### src/rtl/fpu_ss_pkg.sv
// Shared parameters of the FPU subsystem.
package fpu_ss_pkg;
    localparam int unsigned X_ID_WIDTH = 4;
endpackage

### src/rtl/fpu_ss_wb_arbiter.sv
// Writeback/result arbiter: buffered memory results, FPnew and CSR completions onto one
// result channel and one FP register-file write port. Same-cycle memory bypass: FPU_SS_WB_BYPASS_EN.
module fpu_ss_wb_arbiter
    import fpu_ss_pkg::*;
#(
    parameter int unsigned MEM_FIFO_DEPTH = 2,
    parameter int unsigned FLEN           = 32,
    parameter bit          PULP_ZFINX     = 1'b0
) (
    input  logic                  clk_i,
    input  logic                  rst_ni,
    input  logic                  x_mem_req_hs_i,
    output logic                  mem_credit_o,
    input  logic                  x_mem_result_valid_i,
    input  logic [X_ID_WIDTH-1:0] x_mem_result_id_i,
    input  logic [FLEN-1:0]       x_mem_result_rdata_i,
    input  logic [4:0]            x_mem_result_rd_i,
    input  logic                  x_mem_result_we_i,
    input  logic                  fpu_out_valid_i,
    output logic                  fpu_out_ready_o,
    input  logic [X_ID_WIDTH-1:0] fpu_out_id_i,
    input  logic [FLEN-1:0]       fpu_out_result_i,
    input  logic [4:0]            fpu_out_rd_i,
    input  logic                  fpu_out_rd_is_fp_i,
    input  logic [4:0]            fpu_out_status_i,
    input  logic                  csr_valid_i,
    output logic                  csr_ready_o,
    input  logic [X_ID_WIDTH-1:0] csr_id_i,
    input  logic [31:0]           csr_data_i,
    input  logic [4:0]            csr_rd_i,
    output logic                  x_result_valid_o,
    input  logic                  x_result_ready_i,
    output logic [X_ID_WIDTH-1:0] x_result_id_o,
    output logic [31:0]           x_result_data_o,
    output logic [4:0]            x_result_rd_o,
    output logic                  x_result_we_o,
    output logic                  fpr_we_o,
    output logic [4:0]            fpr_waddr_o,
    output logic [FLEN-1:0]       fpr_wdata_o,
    output logic                  fflags_valid_o,
    output logic [4:0]            fflags_o,
    output logic                  overflow_o
);

    localparam int unsigned      PTR_W    = (MEM_FIFO_DEPTH > 1) ? $clog2(MEM_FIFO_DEPTH) : 1;
    localparam int unsigned      CNT_W    = $clog2(MEM_FIFO_DEPTH + 1);
    localparam logic [PTR_W-1:0] LAST_PTR = PTR_W'(MEM_FIFO_DEPTH - 1);
    localparam logic [CNT_W-1:0] FULL_CNT = CNT_W'(MEM_FIFO_DEPTH);

    typedef enum logic {GRANT_FPU = 1'b0, GRANT_CSR = 1'b1} grant_e;

    logic [X_ID_WIDTH-1:0] fifo_id_r    [MEM_FIFO_DEPTH];
    logic [FLEN-1:0]       fifo_rdata_r [MEM_FIFO_DEPTH];
    logic [4:0]            fifo_rd_r    [MEM_FIFO_DEPTH];
    logic                  fifo_we_r    [MEM_FIFO_DEPTH];

    logic [PTR_W-1:0]      wr_ptr_r, rd_ptr_r;
    logic [CNT_W-1:0]      fill_r, credit_r;
    logic                  overflow_r;
    grant_e                last_grant_r;

    logic                  fifo_empty_s, fifo_full_s, bypass_cand_s;
    logic                  grant_mem_s, grant_fpu_s, grant_csr_s;
    logic                  mem_hs_s, pop_s, push_s, write_s, drop_s;
    logic                  fpu_hs_s, csr_hs_s;
    logic [X_ID_WIDTH-1:0] head_id_s;
    logic [FLEN-1:0]       head_rdata_s;
    logic [4:0]            head_rd_s;
    logic                  head_we_s;

    assign fifo_empty_s = (fill_r == CNT_W'(0));
    assign fifo_full_s  = (fill_r == FULL_CNT);

`ifdef FPU_SS_WB_BYPASS_EN
    assign bypass_cand_s = x_mem_result_valid_i & fifo_empty_s;
`else
    assign bypass_cand_s = 1'b0;
`endif

    assign grant_mem_s = ~fifo_empty_s | bypass_cand_s;
    assign mem_hs_s    = grant_mem_s & x_result_ready_i;
    assign pop_s       = mem_hs_s & ~fifo_empty_s;
    // A bypassed result that handshakes this cycle never occupies a slot.
    assign push_s      = x_mem_result_valid_i & ~(bypass_cand_s & mem_hs_s);
    assign write_s     = push_s & (~fifo_full_s | pop_s);
    assign drop_s      = push_s & fifo_full_s & ~pop_s;

    // Round-robin between FPnew and CSR whenever memory is not presenting.
    always_comb begin
        grant_fpu_s = 1'b0;
        grant_csr_s = 1'b0;
        if (grant_mem_s) begin
            grant_fpu_s = 1'b0;
            grant_csr_s = 1'b0;
        end else if (fpu_out_valid_i && csr_valid_i) begin
            grant_fpu_s = (last_grant_r == GRANT_CSR);
            grant_csr_s = (last_grant_r == GRANT_FPU);
        end else begin
            grant_fpu_s = fpu_out_valid_i;
            grant_csr_s = csr_valid_i;
        end
    end

    assign fpu_out_ready_o = x_result_ready_i & grant_fpu_s;
    assign csr_ready_o     = x_result_ready_i & grant_csr_s;
    assign fpu_hs_s        = fpu_out_valid_i & fpu_out_ready_o;
    assign csr_hs_s        = csr_valid_i & csr_ready_o;

    // Memory entry presented: buffered head, or the arriving result when the buffer is empty.
    always_comb begin
        head_id_s    = x_mem_result_id_i;
        head_rdata_s = x_mem_result_rdata_i;
        head_rd_s    = x_mem_result_rd_i;
        head_we_s    = x_mem_result_we_i;
        if (!fifo_empty_s) begin
            head_id_s    = fifo_id_r[rd_ptr_r];
            head_rdata_s = fifo_rdata_r[rd_ptr_r];
            head_rd_s    = fifo_rd_r[rd_ptr_r];
            head_we_s    = fifo_we_r[rd_ptr_r];
        end else begin
            head_id_s    = x_mem_result_id_i;
            head_rdata_s = x_mem_result_rdata_i;
            head_rd_s    = x_mem_result_rd_i;
            head_we_s    = x_mem_result_we_i;
        end
    end

    // Result channel and FP write-port payload of the granted source.
    always_comb begin
        x_result_id_o   = '0;
        x_result_data_o = 32'h0000_0000;
        x_result_rd_o   = 5'd0;
        x_result_we_o   = 1'b0;
        fpr_we_o        = 1'b0;
        fpr_waddr_o     = 5'd0;
        fpr_wdata_o     = '0;
        if (grant_mem_s) begin
            x_result_id_o   = head_id_s;
            x_result_data_o = head_rdata_s[31:0];
            x_result_rd_o   = head_rd_s;
            fpr_we_o        = mem_hs_s & head_we_s & !PULP_ZFINX;
            fpr_waddr_o     = head_rd_s;
            fpr_wdata_o     = head_rdata_s;
        end else if (grant_fpu_s) begin
            x_result_id_o   = fpu_out_id_i;
            x_result_data_o = fpu_out_result_i[31:0];
            x_result_rd_o   = fpu_out_rd_i;
            if (fpu_out_rd_is_fp_i && !PULP_ZFINX) begin
                fpr_we_o    = x_result_ready_i;
                fpr_waddr_o = fpu_out_rd_i;
                fpr_wdata_o = fpu_out_result_i;
            end else begin
                x_result_we_o = 1'b1;
            end
        end else if (grant_csr_s) begin
            x_result_id_o   = csr_id_i;
            x_result_data_o = csr_data_i;
            x_result_rd_o   = csr_rd_i;
            x_result_we_o   = 1'b1;
        end else begin
            x_result_we_o   = 1'b0;
        end
    end

    assign x_result_valid_o = grant_mem_s | fpu_out_valid_i | csr_valid_i;
    assign fflags_valid_o   = fpu_hs_s;
    assign fflags_o         = fpu_hs_s ? fpu_out_status_i : 5'd0;
    assign mem_credit_o     = (credit_r < FULL_CNT);
    assign overflow_o       = overflow_r;

    // Buffer storage; contents are only meaningful between the pointers.
    always_ff @(posedge clk_i) begin
        if (write_s) begin
            fifo_id_r[wr_ptr_r]    <= x_mem_result_id_i;
            fifo_rdata_r[wr_ptr_r] <= x_mem_result_rdata_i;
            fifo_rd_r[wr_ptr_r]    <= x_mem_result_rd_i;
            fifo_we_r[wr_ptr_r]    <= x_mem_result_we_i;
        end
    end

    // Buffer pointers, occupancy and sticky overflow.
    always_ff @(posedge clk_i or negedge rst_ni) begin
        if (!rst_ni) begin
            wr_ptr_r   <= '0;
            rd_ptr_r   <= '0;
            fill_r     <= '0;
            overflow_r <= 1'b0;
        end else begin
            if (write_s) begin
                wr_ptr_r <= (wr_ptr_r == LAST_PTR) ? PTR_W'(0) : wr_ptr_r + PTR_W'(1);
            end
            if (pop_s) begin
                rd_ptr_r <= (rd_ptr_r == LAST_PTR) ? PTR_W'(0) : rd_ptr_r + PTR_W'(1);
            end
            case ({write_s, pop_s})
                2'b10:   fill_r <= fill_r + CNT_W'(1);
                2'b01:   fill_r <= fill_r - CNT_W'(1);
                default: fill_r <= fill_r;
            endcase
            if (drop_s) begin
                overflow_r <= 1'b1;
            end
        end
    end

    // Credits: outstanding requests plus buffered entries, saturating at both ends.
    always_ff @(posedge clk_i or negedge rst_ni) begin
        if (!rst_ni) begin
            credit_r <= '0;
        end else begin
            case ({x_mem_req_hs_i, mem_hs_s})
                2'b10:   credit_r <= (credit_r == FULL_CNT) ? credit_r : credit_r + CNT_W'(1);
                2'b01:   credit_r <= (credit_r == CNT_W'(0)) ? credit_r : credit_r - CNT_W'(1);
                default: credit_r <= credit_r;
            endcase
        end
    end

    // Fairness state moves only on a completed FPnew or CSR handshake.
    always_ff @(posedge clk_i or negedge rst_ni) begin
        if (!rst_ni) begin
            last_grant_r <= GRANT_CSR;
        end else if (fpu_hs_s) begin
            last_grant_r <= GRANT_FPU;
        end else if (csr_hs_s) begin
            last_grant_r <= GRANT_CSR;
        end else begin
            last_grant_r <= last_grant_r;
        end
    end

endmodule

### config.mk
export PLATFORM = sky130hd
export DESIGN_NAME = fpu_ss_wb_arbiter
export DESIGN_NICKNAME = d
export VERILOG_FILES = /design/src/rtl/fpu_ss_pkg.sv /design/src/rtl/fpu_ss_wb_arbiter.sv
export SDC_FILE = /design/constraint.sdc
export NUM_CORES = 1
export LEC_CHECK = 0
export ABC_AREA = 0
export BUFFER_PORTS_ARGS = -buffer_cell sky130_fd_sc_hd__buf_2
export CAP_MARGIN = 20
export CORE_ASPECT_RATIO = 0.7
export CORE_MARGIN = 8
export CORE_UTILIZATION = 46
export CTS_CLUSTER_DIAMETER = 80
export DETAILED_ROUTE_END_ITERATION = 8
export PLACE_DENSITY = 0.81
export SLEW_MARGIN = 20
export SYNTH_ARGS = -nofsm -noshare
export SYNTH_HDL_FRONTEND = slang
export SYNTH_SLANG_ARGS = --single-unit
### constraint.sdc
create_clock -name clk_i -period 3.9 [get_ports clk_i]
set_clock_uncertainty 0.1 [all_clocks]
set_input_delay 0.585 -clock clk_i [delete_from_list [all_inputs] [get_ports clk_i]]
set_output_delay 0.585 -clock clk_i [all_outputs]
set_load 0.005 [all_outputs]
==> results.cfg <==
[sta]
finalSetupTns_ns = 0
rsz0062_at_grt = no
min_period_ns = 3.08
hold_viol_final = 0
max-slew-margin-rel_pct = 36.5
max_freq_mhz = 325
setup_viol = 0
finalCritPeriodShare_pct = 79.0
slew_violations = 0
tightest_slew_ns = 0.952

[synthesis]
yosys.area_share.simple_pct = 7.44
synthAdderAreaFrac_pct = 0
synth.distinct_cells = 35
syn_inst = 333
synth.most_common_cell = edfxtp_1
synth_area_um2 = 4490
synth_seq_cells = 92
synth_nets = 470
yosysSeqAreaShare_pct = 60.6
yosys_warnings = 0
synthXorXnorAreaFrac_pct = 0.390
synth.avg_cell_area_um2 = 13.5
synth_top_family_by_area = compound AO/OA/AOI/OAI gates
synth-edff-count = 84
synth_compound_area_share_pct = 18.3
synth_top_area_share_pct = 56.2
synth.area.top_cells = edfxtp_1 56%, mux2i_1 8.9%, a221o_1 8.5%
async_reset_ff_share_pct = 8.70
synth_ff_type = edfxtp_1
synthTopCellsByCount = 84 x edfxtp_1, 43 x nor2_1, 40 x mux2i_1, 38 x a221o_1, 37 x a21o_1
synth_top_cell_by_area = edfxtp_1
synth_mux_area_share_pct = 8.91

[place]
dp_hpwl_um = 10200
routabilityCongestion = 0.870
port_buffers = 227

[clock_network]
cts_tree = built
clk_pin_slew_worst_paths_ns = 0.07
clock_sinks = 92
cts_buffers = 9
post_cts_buffers = 0
clk_path_buf_depth = 2
clk_latency_ns = 0.33
root_buffer = clkbuf_16
htree_levels = 3

[floorplan]
fp.dieW_um = 134
initial_utilization_pct = 46.7
dieArea_um2 = 13200
num_rows = 30
io_pins = 228
dieHeight_um = 98.7
core_um2 = 9610

[detailed_routing]
wl_um = 13800
wl_per_cell_um = 20.1
drcViolationCount = 0
vias_per_cell = 5.57
antenna_left = 0
drt_iter0_markers = 152
num_vias = 3829
drtPass1Iterations = 4

[global_route]
grt_usage_pct = 20.0
grt_first_pass_wirelength_um = 21100
grt_pass1_vias = 4170
grt_max_degree = 51
antenna_found_initial = 0
grt_overflow = 0

[pwr]
peakVddDrop_mv = 0.375
p_leak_nw = 2.95
powerDensity_nw_per_um2 = 768
power_mw = 4.68

[worst_setup_path]
crit_family = simple AND/OR/NAND/NOR gates
crit_chain = nand2b_1 -> and3_2 -> a221o_1 -> buf_2
cp-startpoint = last_grant_r
worstPathMaxFanout = 46
crit_slowest_cell = and3_2
cp-start-kind = register
crit_buf_inv = 1
required_ns = 3.21
end_kind = primary output
path_class = reg2out
r2r_start = fill_r[1]
arrival_ns = 2.40
cp_slowest_stage_delay_ns = 0.86

[finish]
area_growth_pct = 35.5
drive_above_1_share_pct = 46.3
n_antenna_cell = 0
nets = 692

[job]
cap_violations = 0

[run_status]
status = complete, no violations

[worst_hold_path]
min_from = x_mem_result_rdata_i[30]
min_path_type = in2reg
[layout by cell type (no fill, tap or decap), types with 2 or more instances in the layout]
cell type	instances
o21ai_0	3
inv_1	4
and3_1	6
xnor2_1	2
a31oi_1	2
clkbuf_16	9
buf_4	7
nor2b_1	6
a211oi_1	3
nand4_1	3
buf_2	227
edfxtp_1	84
nor2_1	41
o211a_1	2
a21o_1	37
o21a_1	2
inv_6	2
bufinv_16	4
dfrtp_1	6
mux2i_1	40
a221o_1	38
nand3_1	2
a21oi_1	6
nor2_4	3
and2_1	3
a32oi_1	3
[path summary, 6_finish.rpt]
path | to | slack, ns | cells after the start
max in group asynchronous | last_grant_r | 2.95 | 2
hold / removal | fifo_rdata_r[0][30] | 0.33 | 1
hold reg to reg | overflow_o | 0.39 | 1
min in group asynchronous | credit_r[1] | 0.52 | 2
setup / recovery | x_result_data_o[27] | 0.82 | 4
setup reg to reg | fifo_id_r[0][2] | 1.59 | 4
[metrics by stage]
| step | cell area [um2] | util, % | cells | hold slack [ns] | setup slack, ns |
|---|---|---|---|---|---|
| after floorplan | 4490 | - | 333 | 0.189 | 0.892 |
| after global placement | 5710 | 59.4 | 671 | 0.335 | 1.19 |
| after detailed placement | 5710 | 59.4 | 671 | 0.341 | 1.07 |
| after CTS | 6090 | 63.3 | 688 | 0.317 | 0.823 |
| after global routing | 6090 | 63.3 | 688 | 0.317 | 0.685 |
| final | 6090 | 63.3 | 688 | 0.329 | 0.819 |
[report_power, final]
group | switching (mW) | internal, mW
clock | 0.368 | 0.695
sequential | 0.151 | 1.34
combinational | 1.10 | 1.02
total | 1.62 | 3.06
[registers in the layout, indices dropped and copies added, names as in the netlist]
register / count
fifo_we_r: 2
fifo_rd_r: 10
last_grant_r: 1
rd_ptr_r: 1
credit_r: 2
fill_r: 2
fifo_id_r: 8
wr_ptr_r: 1
fifo_rdata_r: 64
overflow_o: 1
[cell type report]
cell class / instances / area, um2
Fill cell: 771 / 3520
Sequential cell: 92 / 2730
Multi-Input combinational cell: 212 / 1600
Timing Repair Buffer: 236 / 1220
Clock buffer: 9 / 225
Tap cell: 128 / 160
Clock inverter: 7 / 145
Inverter: 4 / 15.0
[routing by layer]
metal / vias to the layer above / global-route usage [%] / share of wire (%)
li1: 1765 / - / -
met4: 0 / 5.42 / 0.88
met1: 1850 / 20.7 / 39
met5: - / 0 / 0
met2: 200 / 36.5 / 50
met3: 14 / 8.23 / 10
[logic make-up (layout without fill, tap and decap cells)]
logic type	after synthesis	after routing
AO/OA/AOI/OAI	99	99
XOR/XNOR	2	2
buffers and inverters	29	256
flip-flops	92	92
multiplexers	40	40
AND/OR/NAND/NOR	71	71
[repair_timing]
| item | CTS | global route |
|---|---|---|
| resized for setup | 0 | 0 |
| hold endpoints to repair | 7 | 0 |
| hold buffers | 1 | 0 |
(Power assumes the default switching activity.)
